<file path="src/rtl/stg_1_if_fetch_queue.sv">
// Instruction-fetch stage 1: PC generation, in-order requests to a variable-latency
// instruction memory, a fetch queue towards ID, and branch redirect with squashing of
// responses that belong to the abandoned path.
module stg_1_if_fetch_queue #(
  parameter int unsigned INSTR_W         = 32,
  parameter int unsigned INSTR_ADDR_W    = 16,
  parameter int unsigned NUM_INSTRS      = 2 ** INSTR_ADDR_W,
  parameter int unsigned FQ_DEPTH        = 4,
  parameter int unsigned MAX_OUTSTANDING = 2,
  parameter logic [INSTR_ADDR_W-1:0] RESET_PC = '0
) (
  input  logic                    clock,
  input  logic                    reset,
  output logic                    mem_req_valid,
  input  logic                    mem_req_ready,
  output logic [INSTR_ADDR_W-1:0] mem_req_addr,
  input  logic                    mem_rsp_valid,
  input  logic [INSTR_W-1:0]      mem_rsp_data,
  input  logic                    redirect_valid,
  input  logic [INSTR_ADDR_W-1:0] redirect_pc,
  output logic                    id_valid,
  input  logic                    id_ready,
  output logic [INSTR_W-1:0]      id_instr,
  output logic [INSTR_ADDR_W-1:0] id_pc,
  output logic [9:0]              LEDR
);

  localparam int unsigned FqPtrW = $clog2(FQ_DEPTH);
  localparam int unsigned FqCntW = $clog2(FQ_DEPTH + 1);
  localparam int unsigned IfPtrW = (MAX_OUTSTANDING > 1) ? $clog2(MAX_OUTSTANDING) : 1;
  localparam int unsigned IfCntW = $clog2(MAX_OUTSTANDING + 1);
  localparam logic [INSTR_ADDR_W:0] NumInstrsExt = (INSTR_ADDR_W + 1)'(NUM_INSTRS);

  localparam logic [1:0] StBoot  = 2'd0;
  localparam logic [1:0] StRun   = 2'd1;
  localparam logic [1:0] StFlush = 2'd2;

  logic [1:0]              state_q, state_d;
  logic [INSTR_ADDR_W-1:0] fetch_pc_q, fetch_pc_d;
  logic [IfCntW-1:0]       stale_q, stale_d;

  // Fetch queue: returned words paired with their PC.
  logic [INSTR_W-1:0]      fq_instr_q [FQ_DEPTH];
  logic [INSTR_ADDR_W-1:0] fq_pc_q    [FQ_DEPTH];
  logic [FqPtrW-1:0]       fq_rd_q, fq_rd_d, fq_wr_q, fq_wr_d;
  logic [FqCntW-1:0]       fq_cnt_q, fq_cnt_d;

  // In-flight FIFO: addresses of accepted requests still awaiting data.
  logic [INSTR_ADDR_W-1:0] if_addr_q [MAX_OUTSTANDING];
  logic [IfPtrW-1:0]       if_rd_q, if_rd_d, if_wr_q, if_wr_d;
  logic [IfCntW-1:0]       if_cnt_q, if_cnt_d;

  logic                    req_acc, id_pop, rsp_live, rsp_stale, fq_push, if_push;
  logic [INSTR_ADDR_W-1:0] pc_next, redirect_tgt;

  // Request credit: never more outstanding reads than free queue slots.
  assign mem_req_valid = (state_q == StRun) &&
                         (32'(if_cnt_q) < MAX_OUTSTANDING) &&
                         (32'(if_cnt_q) + 32'(fq_cnt_q) < FQ_DEPTH);
  assign mem_req_addr  = fetch_pc_q;
  assign req_acc       = mem_req_valid && mem_req_ready;

  assign id_valid = (fq_cnt_q != '0);
  assign id_instr = id_valid ? fq_instr_q[fq_rd_q] : '0;
  assign id_pc    = id_valid ? fq_pc_q[fq_rd_q] : '0;
  assign id_pop   = id_valid && id_ready;

  // Responses are in order, so any pending stale ones arrive before live ones.
  assign rsp_stale = mem_rsp_valid && (stale_q != '0);
  assign rsp_live  = mem_rsp_valid && (stale_q == '0);
  assign fq_push   = rsp_live && !redirect_valid;
  assign if_push   = req_acc && !redirect_valid;

  assign pc_next      = (({1'b0, fetch_pc_q} + (INSTR_ADDR_W + 1)'(1)) == NumInstrsExt) ?
                        '0 : fetch_pc_q + INSTR_ADDR_W'(1);
  assign redirect_tgt = ({1'b0, redirect_pc} >= NumInstrsExt) ? '0 : redirect_pc;

  if (INSTR_ADDR_W >= 10) begin : g_led_trunc
    assign LEDR = fetch_pc_q[9:0];
  end else begin : g_led_ext
    assign LEDR = {{(10 - INSTR_ADDR_W){1'b0}}, fetch_pc_q};
  end

  // Next-state: FSM, PC, stale counter and both FIFO pointer sets.
  always_comb begin
    state_d    = state_q;
    fetch_pc_d = fetch_pc_q;
    stale_d    = stale_q;
    fq_rd_d    = fq_rd_q;
    fq_wr_d    = fq_wr_q;
    fq_cnt_d   = fq_cnt_q;
    if_rd_d    = if_rd_q;
    if_wr_d    = if_wr_q;
    if_cnt_d   = if_cnt_q;

    if (redirect_valid) begin
      // Everything outstanding (incl. this cycle's accept) turns stale; a response
      // arriving now is dropped and so no longer outstanding.
      fetch_pc_d = redirect_tgt;
      stale_d    = IfCntW'(32'(stale_q) + 32'(if_cnt_q) + 32'(req_acc) - 32'(mem_rsp_valid));
      fq_rd_d    = '0;
      fq_wr_d    = '0;
      fq_cnt_d   = '0;
      if_rd_d    = '0;
      if_wr_d    = '0;
      if_cnt_d   = '0;
    end else begin
      if (req_acc) fetch_pc_d = pc_next;
      if (rsp_stale) stale_d = stale_q - IfCntW'(1);
      if (fq_push) fq_wr_d = (fq_wr_q == FqPtrW'(FQ_DEPTH - 1)) ? '0 : fq_wr_q + FqPtrW'(1);
      if (id_pop)  fq_rd_d = (fq_rd_q == FqPtrW'(FQ_DEPTH - 1)) ? '0 : fq_rd_q + FqPtrW'(1);
      fq_cnt_d = fq_cnt_q + FqCntW'(fq_push) - FqCntW'(id_pop);
      if (if_push) begin
        if_wr_d = (if_wr_q == IfPtrW'(MAX_OUTSTANDING - 1)) ? '0 : if_wr_q + IfPtrW'(1);
      end
      if (rsp_live) begin
        if_rd_d = (if_rd_q == IfPtrW'(MAX_OUTSTANDING - 1)) ? '0 : if_rd_q + IfPtrW'(1);
      end
      if_cnt_d = if_cnt_q + IfCntW'(if_push) - IfCntW'(rsp_live);
    end

    case (state_q)
      StBoot:  state_d = StRun;
      StRun:   if (redirect_valid && (stale_d != '0)) state_d = StFlush;
      StFlush: if (stale_d == '0) state_d = StRun;
      default: state_d = StBoot;
    endcase
  end

  // Control state with synchronous reset.
  always_ff @(posedge clock) begin
    if (reset) begin
      state_q    <= StBoot;
      fetch_pc_q <= RESET_PC;
      stale_q    <= '0;
      fq_rd_q    <= '0;
      fq_wr_q    <= '0;
      fq_cnt_q   <= '0;
      if_rd_q    <= '0;
      if_wr_q    <= '0;
      if_cnt_q   <= '0;
    end else begin
      state_q    <= state_d;
      fetch_pc_q <= fetch_pc_d;
      stale_q    <= stale_d;
      fq_rd_q    <= fq_rd_d;
      fq_wr_q    <= fq_wr_d;
      fq_cnt_q   <= fq_cnt_d;
      if_rd_q    <= if_rd_d;
      if_wr_q    <= if_wr_d;
      if_cnt_q   <= if_cnt_d;
    end
  end

  // FIFO storage; contents are only meaningful under the counters, so no reset.
  always_ff @(posedge clock) begin
    if (fq_push) begin
      fq_instr_q[fq_wr_q] <= mem_rsp_data;
      fq_pc_q[fq_wr_q]    <= if_addr_q[if_rd_q];
    end
    if (if_push) if_addr_q[if_wr_q] <= fetch_pc_q;
  end

endmodule

</file>
<file path="config.mk">
export PLATFORM = sky130hd
export DESIGN_NAME = stg_1_if_fetch_queue
export DESIGN_NICKNAME = d
export VERILOG_FILES = /design/src/rtl/stg_1_if_fetch_queue.sv
export SDC_FILE = /design/constraint.sdc
export NUM_CORES = 1
export LEC_CHECK = 0
export BUFFER_PORTS_ARGS = -buffer_cell sky130_fd_sc_hd__buf_2
export CAP_MARGIN = 15
export CORE_ASPECT_RATIO = 0.75
export CORE_MARGIN = 4
export CORE_UTILIZATION = 50
export CTS_CLUSTER_SIZE = 14
export DETAILED_ROUTE_END_ITERATION = 12
export GPL_TIMING_DRIVEN = 0
export HOLD_SLACK_MARGIN = 0.12
export PLACE_DENSITY = 0.69
export SYNTH_ARGS = -nofsm -noshare
export SYNTH_HDL_FRONTEND = slang
export SYNTH_SLANG_ARGS = --single-unit
export TNS_END_PERCENT = 20
</file>
<file path="constraint.sdc">
create_clock -name clock -period 4.05 [get_ports clock]
set_input_delay 1.215 -clock clock [delete_from_list [all_inputs] [get_ports clock]]
set_output_delay 1.215 -clock clock [all_outputs]
set_load 0.01 [all_outputs]
</file>
; ---- Word level (Yosys, flattened, before mapping)
; Memories as Yosys holds them, arrays and structs flattened. A register that Yosys moved wholly into a read port is not among the register bits.
; Cells that the tools add are included.
[totals]
in_bits = 54
ram_bits = 224
n_memories = 3
reg_bits = 31
elab_cells = 79
[classes]
n_mux = 24
eq_ne = 7
add_sub_neg = 15
reduce_logical = 19
order_cmp = 2
[mem_list]
columns = memory, words, word_bits, read_ports, rd_clocked_by_memory_dff, wr, line
row1 = fq_instr_q, 4, 32, 1, 1, 1, 43  ; logic [INSTR_W-1:0] fq_instr_q [FQ_DEPTH];
row2 = fq_pc_q, 4, 16, 1, 1, 1, 44  ; logic [INSTR_ADDR_W-1:0] fq_pc_q [FQ_DEPTH];
row3 = if_addr_q, 2, 16, 1, 1, 1, 49  ; logic [INSTR_ADDR_W-1:0] if_addr_q [MAX_OUTSTANDING];
[op_table]
columns = operator, count
row1 = $mux W16, 4
row2 = $mux W32, 1
row3 = $mux W2, 10
row4 = $add A16 B1 Y17 const B, 1
row5 = $eq A17 B17 Y1 const B, 1
row6 = $add A16 B1 Y16 const B, 1
row7 = $logic_and A1 B1 Y1, 9
row8 = $mux W1, 8
row9 = $eq A2 B2 Y1 const B, 3
row10 = $logic_not A2 Y1, 3
row11 = $pmux W2 S3, 1
row12 = $reduce_bool A2 Y1, 3
row13 = $add A2 B1 Y2, 2
row14 = $add A2 B1 Y2 const B, 2
row15 = $add A2 B3 Y4, 1
row16 = $lt A4 B3 Y1 const B, 1
row17 = $sub A2 B1 Y2, 2
row18 = $add A3 B1 Y3, 1
row19 = $reduce_bool A3 Y1, 1
row20 = $sub A3 B1 Y3, 1
row21 = $add A1 B1 Y1 const B, 2
row22 = $add A2 B2 Y2, 1
row23 = $eq A2 B1 Y1 const B, 1
row24 = $lt A2 B2 Y1 const B, 1
row25 = 6 further kinds, 6

; ---- Logic depth before layout (Yosys ltp)
; Gate-level depths: netlist of the first run.
[depth]
depth_word = 11
mapped_depth = 13
depth_no_buf = 13

; ---- Worst setup path after synthesis of the first run
; No wires, ideal clock.
[synth_path]
path_type = input-to-reg
startpoint = input redirect_valid
endpoint = memory fq_instr_q[0][0] (enable)
path_stages = 4
setup_slack_ns = 0.727
t_arrival_ns = 2.913
n_path_buf = 2
cell_sequence = clkbuf_8 > clkbuf_1 > nor2_1 > and2_1
[synth_between]
elab_chain_len = 4
[synth_rtl]
columns = item, line
row1 = start: declaration, 19  ; input logic redirect_valid,
row2 = $logic_not A1 Y1, 71  ; assign fq_push = rsp_live && !redirect_valid;
row3 = $logic_and A1 B1 Y1, 71
row4 = $mux W1, 157  ; if (fq_push) begin
row5 = $mux W1 (implied by the code), 158  ; fq_instr_q[fq_wr_q] <= mem_rsp_data;
row6 = end: declaration, 43
; No other way between the ends.

==> flow_summary.json, run 1 <==
{
  "totalPowerFinal_uw": 5940,
  "synth_enable_flop_cells": 224,
  "crit-reg2reg-launch": "if_cnt_q[1]",
  "timing_worst_slew_pin_value_ps": 765,
  "ff2ff_setup_slack_ps": 1150,
  "routed_via_density": 5.43,
  "avgRoutedWirePerCell_um": 19.7,
  "pre_cts_slack_ps": 517,
  "drt_wl_total_um": 20800,
  "place_inst": 1013,
  "ys_top_cells_by_area": "sky130_fd_sc_hd__edfxtp_1 64%, sky130_fd_sc_hd__mux4_2 10%, sky130_fd_sc_hd__dfxtp_1 6.5%",
  "synth_cell_types": 57,
  "first_pass_iteration_count_of_the_detailed_router": 5,
  "max_freq_mhz": 256,
  "run_status": "finished clean",
  "fp-row-count": 45,
  "antenna_cells_inserted": 0,
  "critical_path_peak_fanout": 10,
  "crit_path_start_kind": "flop",
  "tritoncts": "built",
  "chipHeight_um": 133,
  "post_synth.cell_area_avg_um2": 17.5,
  "synth.net_count": 668,
  "worstHoldEndpoint": "fq_rd_q[1]",
  "pwr-share-seq_pct": 52.4,
  "design.portCount": 130,
  "cellLeakagePower_uw": 0.00441,
  "final_max_slew_viol_count": 0,
  "fin_worst_skew_ps": 15.0,
  "sw_frac_of_total_pct": 23.4,
  "r2r-end": "state_q[0]",
  "synth_cells": 599,
  "gp_congestion": 0.872,
  "post_layout_nonfiller_instances": 1058,
  "clockRootBuffer": "sky130_fd_sc_hd__clkbuf_16",
  "synth_top_area_share_pct": 64.2,
  "synth_area_um2": 10500,
  "grt_pass1_vias": 5876,
  "insertion_delay_ps": 510,
  "areaGrowthSynthToFinish_pct": 17.4,
  "layout-drive-gt1-share_pct": 33.8,
  "min_path_cells": 2,
  "final_nets": 827,
  "worst_hold_path_type": "flop to flop",
  "slew-limit-headroom_pct": 49.0,
  "grt_start_max_net_pins": 27,
  "via_count": 5747,
  "period_minus_slack_ps": 3900,
  "synth_area_leader_cell": "sky130_fd_sc_hd__edfxtp_1",
  "hold_viol": 0,
  "rsz0062_at_grt": "true",
  "clk_path_buf_depth": 3,
  "hold_start": "fq_rd_q[1]",
  "setup.worst_path.end_class": "primary output",
  "worst_slack_ps": 148,
  "core_region_area_um2": 20400,
  "synthArstFlopShare_pct": 0,
  "setup_total_negative_slack_ps": 0,
  "cts_max_level": 1,
  "cts_inserted_buffers": 25,
  "internal-power_uw": 4550,
  "peakVddDrop_mv": 0.252,
  "design.die.area_um2": 23400,
  "p_comb_share_pct": 12.4,
  "fp.dieW_um": 175,
  "timing.setup.critical_path_class": "flop to primary output",
  "pwr-share-clk_pct": 35.2,
  "worstRegToRegCells": 9,
  "ys_top_cells_by_count": "224 x sky130_fd_sc_hd__edfxtp_1, 55 x sky130_fd_sc_hd__and2_1, 48 x sky130_fd_sc_hd__mux4_2",
  "numClockSinks": 258,
  "grt_remaining_overflow": 0,
  "total_switching_power_uw": 1390,
  "cts_setup_buffers": 0,
  "synth_sequential_area_ratio_pct": 70.7,
  "power_per_cell_area_nw_per_um2": 483,
  "cp_data_arrival_time_ps": 2690,
  "detailedPlacementHpwl_um": 14300,
  "port_buffers": 128,
  "required_ps": 2830,
  "global_route_wire_length_before_repair_um": 32700,
  "globalRouteTotalUtil_pct": 17.7,
  "synthesized_flop_and_latch_total": 258,
  "yosys_most_used_dff": "sky130_fd_sc_hd__edfxtp_1",
  "antenna_found_initial": 0,
  "total_drc_errors_in_the_routed_layout": 0,
  "final_period_utilization_pct": 96.3,
  "initial_utilization_pct": 51.3,
  "yosysMostFrequentCell": "sky130_fd_sc_hd__edfxtp_1",
  "max_cap_violations": 0,
  "detailedRoute.firstIterationViolations": 507,
  "yosys_warnings": 0,
  "clkSlewWorstSetupHoldPaths_ps": 60,
  "final_core_utilization_pct": 60.2,
  "final-setup-viol-count": 0,
  "detail-route-antenna-nets": 0
}
[state kept, by name, indices dropped and copies added (netlist names), named ones only]
register and flops:
if_wr_q 1, fq_wr_q 2, mem_req_addr 16, state_q 2
stale_q 2, if_rd_q 1, fq_instr_q 128, fq_rd_q 2
if_addr_q 32, fq_cnt_q 3, if_cnt_q 2, fq_pc_q 64
[repair_timing]
action,CTS,global route
hold buffers,0,0
endpoints found under the setup margin,0,4
gates resized for setup,0,1
[through the flow]
stage,area (µm²),hold WS [ps]
after CTS,12300,493
after detailed placement,11600,485
after global placement,11500,469
final,12300,493
after floorplan,10500,454
after global routing,12300,506
[cell families after synthesis]
group / after synthesis / synth area share, %
AO/OA/AOI/OAI: 47 / 3.45
XOR/XNOR: 11 / 0.920
adder cells (fa/ha/maj): 15 / 1.94
buffers and inverters: 61 / 2.91
flip-flops: 258 / 70.7
multiplexers: 64 / 12.0
AND/OR/NAND/NOR: 143 / 8.03
[final cells by class]
type                       instances  area, µm²
sequential                       258       7410
clock inverter                     9       43.8
fill                            1488       8140
buffer                            39        224
inverter                          22       82.6
clock buffer                      36        697
multi-input combinational        280       2770
tap                              282        353
timing repair buffer             132        721
[routing by layer]
metal | share of wire (%) | up-vias | track usage (%)
met2 | 49 | 149 | 29.1
met5 | 0 | - | 0
met4 | 1.9 | 0 | 4.01
met3 | 5.2 | 28 | 3.06
met1 | 44 | 2906 | 25.3
li1 | - | 2664 | -
[worst max path at each step]
stage,end,slack [ps],cells after the start
4_1_cts,id_pc[2],80,5
3_5_place_dp,fq_cnt_q[2],520,13
3_3_place_gp,fq_pc_q[0][8],-510,5
5_1_grt,id_pc[13],-5,5
6_report,id_pc[5],150,5
2_1_floorplan,fq_instr_q[0][0],730,4
[cell usage in the layout, fill, tap and decap left out, types with 4 or more instances in the layout]
master / instances
sky130_fd_sc_hd__or3_1: 4
sky130_fd_sc_hd__dfxtp_1: 34
sky130_fd_sc_hd__edfxtp_1: 224
sky130_fd_sc_hd__o31ai_1: 4
sky130_fd_sc_hd__and4_1: 4
sky130_fd_sc_hd__nor2b_1: 5
sky130_fd_sc_hd__o21ai_0: 5
sky130_fd_sc_hd__clkinv_1: 7
sky130_fd_sc_hd__clkbuf_1: 26
sky130_fd_sc_hd__and2_2: 4
sky130_fd_sc_hd__clkinv_2: 4
sky130_fd_sc_hd__xnor2_1: 7
sky130_fd_sc_hd__mux2_2: 16
sky130_fd_sc_hd__a211oi_1: 4
sky130_fd_sc_hd__ha_1: 13
sky130_fd_sc_hd__and2_1: 51
sky130_fd_sc_hd__inv_1: 19
sky130_fd_sc_hd__and3_1: 5
sky130_fd_sc_hd__buf_2: 133
sky130_fd_sc_hd__nand4_1: 5
sky130_fd_sc_hd__clkbuf_8: 5
sky130_fd_sc_hd__a311oi_1: 6
sky130_fd_sc_hd__buf_4: 11
sky130_fd_sc_hd__clkbuf_16: 25
sky130_fd_sc_hd__a21oi_1: 7
sky130_fd_sc_hd__nand3_1: 7
sky130_fd_sc_hd__buf_12: 4
sky130_fd_sc_hd__xor2_1: 4
sky130_fd_sc_hd__mux4_2: 48
sky130_fd_sc_hd__nor2_1: 21
sky130_fd_sc_hd__nand2_1: 19
[power groups by stage]
| stage | Sequential [µW] | Clock, µW | Combinational [µW] |
|---|---|---|---|
| 4_1_cts | 3110 | 2140 | 751 |
| 3_3_place_gp | 3160 | 0 | 708 |
| 5_1_grt | 3120 | 2270 | 815 |
| 3_5_place_dp | 3170 | 0 | 746 |
| 6_report | 3110 | 2090 | 738 |
| 2_1_floorplan | 3150 | 0 | 473 |
[worst max-delay path, stage by stage, from the launching register on]
cell	delay [ps]
sky130_fd_sc_hd__dfxtp_1	360
sky130_fd_sc_hd__clkbuf_1	540
sky130_fd_sc_hd__clkbuf_1	550
sky130_fd_sc_hd__mux4_2	400
sky130_fd_sc_hd__and2_1	190
sky130_fd_sc_hd__buf_2	140
(Power assumes the default switching activity.)
==> run 2, diff against run 1 <==
Settings changed: GPL_ROUTABILITY_DRIVEN set to 0, RECOVER_POWER set to 50.
==> run 2 against run 1 <==
Combinational power shrank 3%. First-iteration DRC count grew 14%. Core utilization fell by 0.11 points. Setup slack gained 18 ps. Global-route usage rose by 0.25 points. Critical endpoint is now id_pc[10]. Largest cell class unchanged.
==> flow_summary.json, run 2 (same netlist as run 1, synthesis figures left out) <==
{
  "run_status": "finished clean",
  "first_pass_iteration_count_of_the_detailed_router": 5,
  "grt_pass1_vias": 6023,
  "family_of_cells_with_the_greatest_summed_delay_on_the_critical_path": "buffers and inverters",
  "antenna_found_initial": 0,
  "clockRootBuffer": "sky130_fd_sc_hd__clkbuf_16",
  "pwr-share-seq_pct": 50.8,
  "worst_slack_ps": 166,
  "power_per_cell_area_nw_per_um2": 498,
  "detailedRoute.firstIterationViolations": 576,
  "final-setup-viol-count": 0,
  "placed_cell_area_um2": 11600,
  "clk_path_buf_depth": 3,
  "via_count": 5831,
  "timing.critical_path.mode_cell": "sky130_fd_sc_hd__clkbuf_1",
  "grt_start_max_net_pins": 32,
  "cellLeakagePower_uw": 0.00427,
  "initial_utilization_pct": 51.3,
  "peakVddDrop_mv": 0.281,
  "critical_path_peak_fanout": 10,
  "rsz0062_at_grt": "true",
  "max_freq_mhz": 257,
  "final_max_slew_viol_count": 0,
  "worst_path_largest_cell_delay_ps": 580,
  "total_switching_power_uw": 1410,
  "port_buffers": 128,
  "tritoncts": "built",
  "period_minus_slack_ps": 3880,
  "final_period_utilization_pct": 95.9,
  "layout.cells.most_common_list": "224 x sky130_fd_sc_hd__edfxtp_1, 86 x sky130_fd_sc_hd__buf_2, 73 x sky130_fd_sc_hd__clkbuf_1",
  "insertion_delay_ps": 510,
  "required_ps": 2830,
  "globalRouteTotalUtil_pct": 18.0,
  "timing_worst_slew_pin_value_ps": 1430,
  "most_common_cell_after_layout_fill_and_taps_aside": "sky130_fd_sc_hd__edfxtp_1",
  "antenna_cells_inserted": 0,
  "areaGrowthSynthToFinish_pct": 17.2,
  "fp.dieW_um": 175,
  "grt_remaining_overflow": 0,
  "design.die.area_um2": 23400,
  "numClockSinks": 258,
  "p_comb_share_pct": 11.8,
  "worst_hold_path_type": "flop to flop",
  "cts_inserted_buffers": 25,
  "cp_data_arrival_time_ps": 2670,
  "hold_viol": 0,
  "cts_setup_buffers": 0,
  "pwr-share-clk_pct": 37.4,
  "cell_breakdown_of_the_critical_path": "clkbuf_1 -> clkbuf_1 -> mux4_2 -> and2_1 -> buf_2",
  "design.portCount": 130,
  "totalPowerFinal_uw": 6110,
  "final_nets": 827,
  "clkSlewWorstSetupHoldPaths_ps": 60,
  "max_flop_register": "fq_instr_q",
  "drt_wl_total_um": 21000,
  "cts_max_level": 1,
  "pre_cts_slack_ps": 501,
  "setup.worst_path.end_class": "primary output",
  "largest_register_ff_count": 128,
  "internal-power_uw": 4700,
  "reg.largest.list": "fq_instr_q x128, fq_pc_q x64, if_addr_q x32",
  "avgRoutedWirePerCell_um": 19.9,
  "detailedPlacementHpwl_um": 14000,
  "fp-row-count": 45,
  "total_drc_errors_in_the_routed_layout": 0,
  "routed_via_density": 5.51,
  "timing.setup.critical_path_class": "flop to primary output",
  "final_design_area_no_fill_um2": 12300,
  "max_cap_violations": 0,
  "global_route_wire_length_before_repair_um": 33300,
  "cts_hold_buf": 0,
  "layout-drive-gt1-share_pct": 25.4,
  "slew-limit-headroom_pct": 4.43,
  "worst-path-buf-inv": 3,
  "sw_frac_of_total_pct": 23.1,
  "critPathSlowestCell": "sky130_fd_sc_hd__clkbuf_1",
  "core_region_area_um2": 20400,
  "fin_worst_skew_ps": 11.1,
  "setup_total_negative_slack_ps": 0,
  "final_core_utilization_pct": 60.0,
  "chipHeight_um": 133,
  "detail-route-antenna-nets": 0,
  "crit_path_start_kind": "flop"
}
run 2: cell types whose count changed in the layout (fill, tap and decap cells not counted), moves of 2 or more:
cell and change:
sky130_fd_sc_hd__buf_4 -3, sky130_fd_sc_hd__buf_2 -47, sky130_fd_sc_hd__a2111oi_0 +2, sky130_fd_sc_hd__mux2_1 +16, sky130_fd_sc_hd__clkbuf_4 +3, sky130_fd_sc_hd__a2111oi_1 -2, sky130_fd_sc_hd__mux2_2 -16, sky130_fd_sc_hd__bufinv_16 +3
sky130_fd_sc_hd__clkbuf_8 -2, sky130_fd_sc_hd__clkbuf_1 +47
run 2: final cells by class:
type | count | area (µm²)
clock inverters | 12 | 138
clock buffers | 33 | 676
fillers | 1562 | 8170
well taps | 282 | 353
inverters | 22 | 82.6
repair buffers | 132 | 662
multi-input cells | 280 | 2740
plain buffers | 39 | 213
flip-flops and latches | 258 | 7410
run 2: layer usage:
metal / up-vias / part of all wire, % / track usage, %
met5: - / 0 / 0
met4: 0 / 2.0 / 4.19
met3: 38 / 5.3 / 3.72
met2: 174 / 48 / 29.3
met1: 2964 / 45 / 25.4
li1: 2655 / - / -
run 2: tightest hold or removal path, delay by kind of cell (launching register included):
family	cells	cell delay, ps
xor gates and xnor gates	1	80
and+or+nand+nor	1	70
DFF	1	320
run 2: path summary, 6_finish.rpt:
check	from	to	slack, ps	cells past startpoint
worst max-delay path	flop	id_pc[10]	170	5
worst min-delay path	if_rd_q	flop	500	2
worst max register to register	fq_cnt_q[1]	if_addr_q[0][10]	1070	6
worst min register to register	if_rd_q	flop	500	2
run 2: timing repair:
action / in CTS / in global routing
endpoints found under the setup margin: 0 / 8
resized for setup: 0 / 1
hold endpoints to repair: 0 / 0
run 2: per-stage QoR:
step                cells  hold WS [ps]
floorplan             599           454
global placement     1009           469
detailed placement   1013           487
CTS                  1058           496
global route         1058           506
finish               1058           503
run 2: power by group through the flow:
stage | registers, µW | logic, µW | clock network [µW]
2_1_floorplan | 3150 | 473 | 0
3_3_place_gp | 3160 | 706 | 0
3_5_place_dp | 3160 | 743 | 0
4_1_cts | 3110 | 749 | 2330
5_1_grt | 3120 | 799 | 2460
6_report | 3110 | 719 | 2290
==> run 3, diff against run 2 <==
Clock period 4.05 ns to 3.7 ns, I/O delays scaled along.
==> run 3 against run 2 <==
Combinational power rose by 9.7%. Cell area barely moved. Flip-flop and latch count did not move. Clock power rose by 9.6%. Clock skew rose by 1.2 ps. Final cell count did not move. Critical path type unchanged. Critical path depth did not move. Register-to-register slack got worse by 360 ps. Critical endpoint is now id_pc[15]. Highest routed layer unchanged. Global-route usage did not move. Power rose by 9.5%. Sequential power rose by 9.3%.
==> flow_summary.json, run 3 (same netlist as run 1, synthesis figures left out) <==
{
  "min_path_cells": 2,
  "timing_worst_slew_pin_value_ps": 1430,
  "final_nets": 827,
  "grt.met2_usage_pct": 29.3,
  "areaGrowthSynthToFinish_pct": 17.3,
  "design.die.area_um2": 23400,
  "run_status": "finished clean",
  "clockRootBuffer": "sky130_fd_sc_hd__clkbuf_16",
  "fp-row-count": 45,
  "antenna_cells_inserted": 0,
  "setup.worst_path.end_class": "primary output",
  "grt_pass1_vias": 6023,
  "antenna_found_initial": 0,
  "post_layout_nonfiller_instances": 1058,
  "worstRegToRegCells": 6,
  "total_drc_errors_in_the_routed_layout": 0,
  "pre_cts_slack_ps": 256,
  "worst_hold_path_type": "flop to flop",
  "first_pass_iteration_count_of_the_detailed_router": 7,
  "hold_viol": 0,
  "layout-drive-gt1-share_pct": 25.6,
  "cts_setup_buffers": 0,
  "numClockSinks": 258,
  "max_freq_mhz": 289,
  "drt_wl_total_um": 21100,
  "initial_utilization_pct": 51.3,
  "detailedPlacementHpwl_um": 14000,
  "fin_worst_skew_ps": 12.4,
  "crit_path_start_kind": "flop",
  "design.portCount": 130,
  "max_flop_register": "fq_instr_q",
  "avgRoutedWirePerCell_um": 19.9,
  "chipHeight_um": 133,
  "final_period_utilization_pct": 93.4,
  "most_common_cell_after_layout_fill_and_taps_aside": "sky130_fd_sc_hd__edfxtp_1",
  "tritoncts": "built",
  "globalRouteMet3Util_pct": 3.72,
  "largest_register_ff_count": 128,
  "reg.largest.list": "fq_instr_q x128, fq_pc_q x64, if_addr_q x32",
  "timing.hold.ws_ps": 503,
  "clkSlewWorstSetupHoldPaths_ps": 60,
  "rsz0062_at_grt": "false",
  "via_count": 5818,
  "setup_total_negative_slack_ps": 0,
  "cts_inserted_buffers": 25,
  "critical_path_peak_fanout": 10,
  "cp_data_arrival_time_ps": 2350,
  "routed_via_density": 5.50,
  "hold_start": "if_rd_q",
  "timing.setup.critical_path_class": "flop to primary output",
  "grt.busiest_layer": "met2",
  "worst_slack_ps": 243,
  "period_minus_slack_ps": 3460,
  "final_max_slew_viol_count": 0,
  "port_buffers": 128,
  "ff2ff_setup_slack_ps": 710,
  "crit-reg2reg-launch": "if_cnt_q[1]",
  "cts_max_level": 1,
  "fp.dieW_um": 175,
  "globalRouteMet1Util_pct": 25.4,
  "global_route_wire_length_before_repair_um": 33300,
  "detail-route-antenna-nets": 0,
  "grt_remaining_overflow": 0,
  "clk_path_buf_depth": 3,
  "insertion_delay_ps": 510,
  "slew-limit-headroom_pct": 4.62,
  "r2r-end": "if_addr_q[0][10]",
  "max_cap_violations": 0,
  "final_core_utilization_pct": 60.1,
  "power_per_cell_area_nw_per_um2": 545,
  "globalRouteTotalUtil_pct": 18.0,
  "core_region_area_um2": 20400,
  "cellLeakagePower_uw": 0.00428,
  "detailedRoute.firstIterationViolations": 562,
  "layout.cells.most_common_list": "224 x sky130_fd_sc_hd__edfxtp_1, 83 x sky130_fd_sc_hd__buf_2, 71 x sky130_fd_sc_hd__clkbuf_1",
  "place_inst": 1013,
  "final-setup-viol-count": 0,
  "peakVddDrop_mv": 0.307,
  "grt_start_max_net_pins": 32,
  "required_ps": 2590
}
run 3: changes by cell type in the layout (fill, tap and decap cells not counted):
cell,delta
sky130_fd_sc_hd__clkbuf_1,-2
sky130_fd_sc_hd__a2111oi_0,-1
sky130_fd_sc_hd__clkbuf_4,+2
sky130_fd_sc_hd__a2111oi_1,+1
sky130_fd_sc_hd__buf_4,+1
sky130_fd_sc_hd__clkbuf_2,+2
sky130_fd_sc_hd__buf_2,-3
run 3: worst max-delay path by stage:
stage              startpoint           endpoint  slack, ps  depth (start not counted)
4_1_cts                  flop           id_pc[2]         10                          5
6_report          fq_cnt_q[1]          id_pc[15]        240                          5
3_3_place_gp   redirect_valid  fq_instr_q[0][31]       -720                          5
5_1_grt                  flop           id_pc[5]        100                          5
3_5_place_dp   redirect_valid        fq_cnt_q[2]        260                         13
2_1_floorplan  redirect_valid   fq_instr_q[0][0]        480                          4
run 3: cell type report:
type / count / area [µm²]
fill: 1560 / 8150
sequential: 258 / 7410
multi-input combinational: 280 / 2740
clock buffer: 33 / 676
timing repair buffer: 132 / 661
tap: 282 / 353
buffer: 39 / 224
clock inverter: 12 / 138
inverter: 22 / 82.6
run 3: per-layer routing:
| layer | vias up | routed length [µm] |
|---|---|---|
| met5 | - | 0 |
| met4 | 0 | 413 |
| met3 | 34 | 1360 |
| met2 | 190 | 10200 |
| met1 | 2939 | 9120 |
| li1 | 2655 | - |
run 3: worst max-delay path, stage by stage (launching register included):
cell	delay, ps
sky130_fd_sc_hd__dfxtp_1	440
sky130_fd_sc_hd__or3_1	150
sky130_fd_sc_hd__clkbuf_1	390
sky130_fd_sc_hd__clkbuf_1	450
sky130_fd_sc_hd__and2_1	250
sky130_fd_sc_hd__buf_2	150
run 3: timing repair:
item / 4_1_cts / 5_1_grt
endpoints found under the setup margin: 20 / 20
hold buffers: 0 / 0
gates resized for setup: 2 / 6
pin swaps: 0 / 0
run 3: power breakdown:
group,internal (µW),switching (µW)
clock network,1490,1010
logic,331,457
registers,3330,75.3
total,5150,1550
run 3: per-stage QoR:
step / area [µm²] / power [µW]
floorplan: 10500 / 3960
global placement: 11500 / 4230
detailed placement: 11600 / 4280
CTS: 12400 / 6770
global route: 12300 / 6980
finish: 12300 / 6700
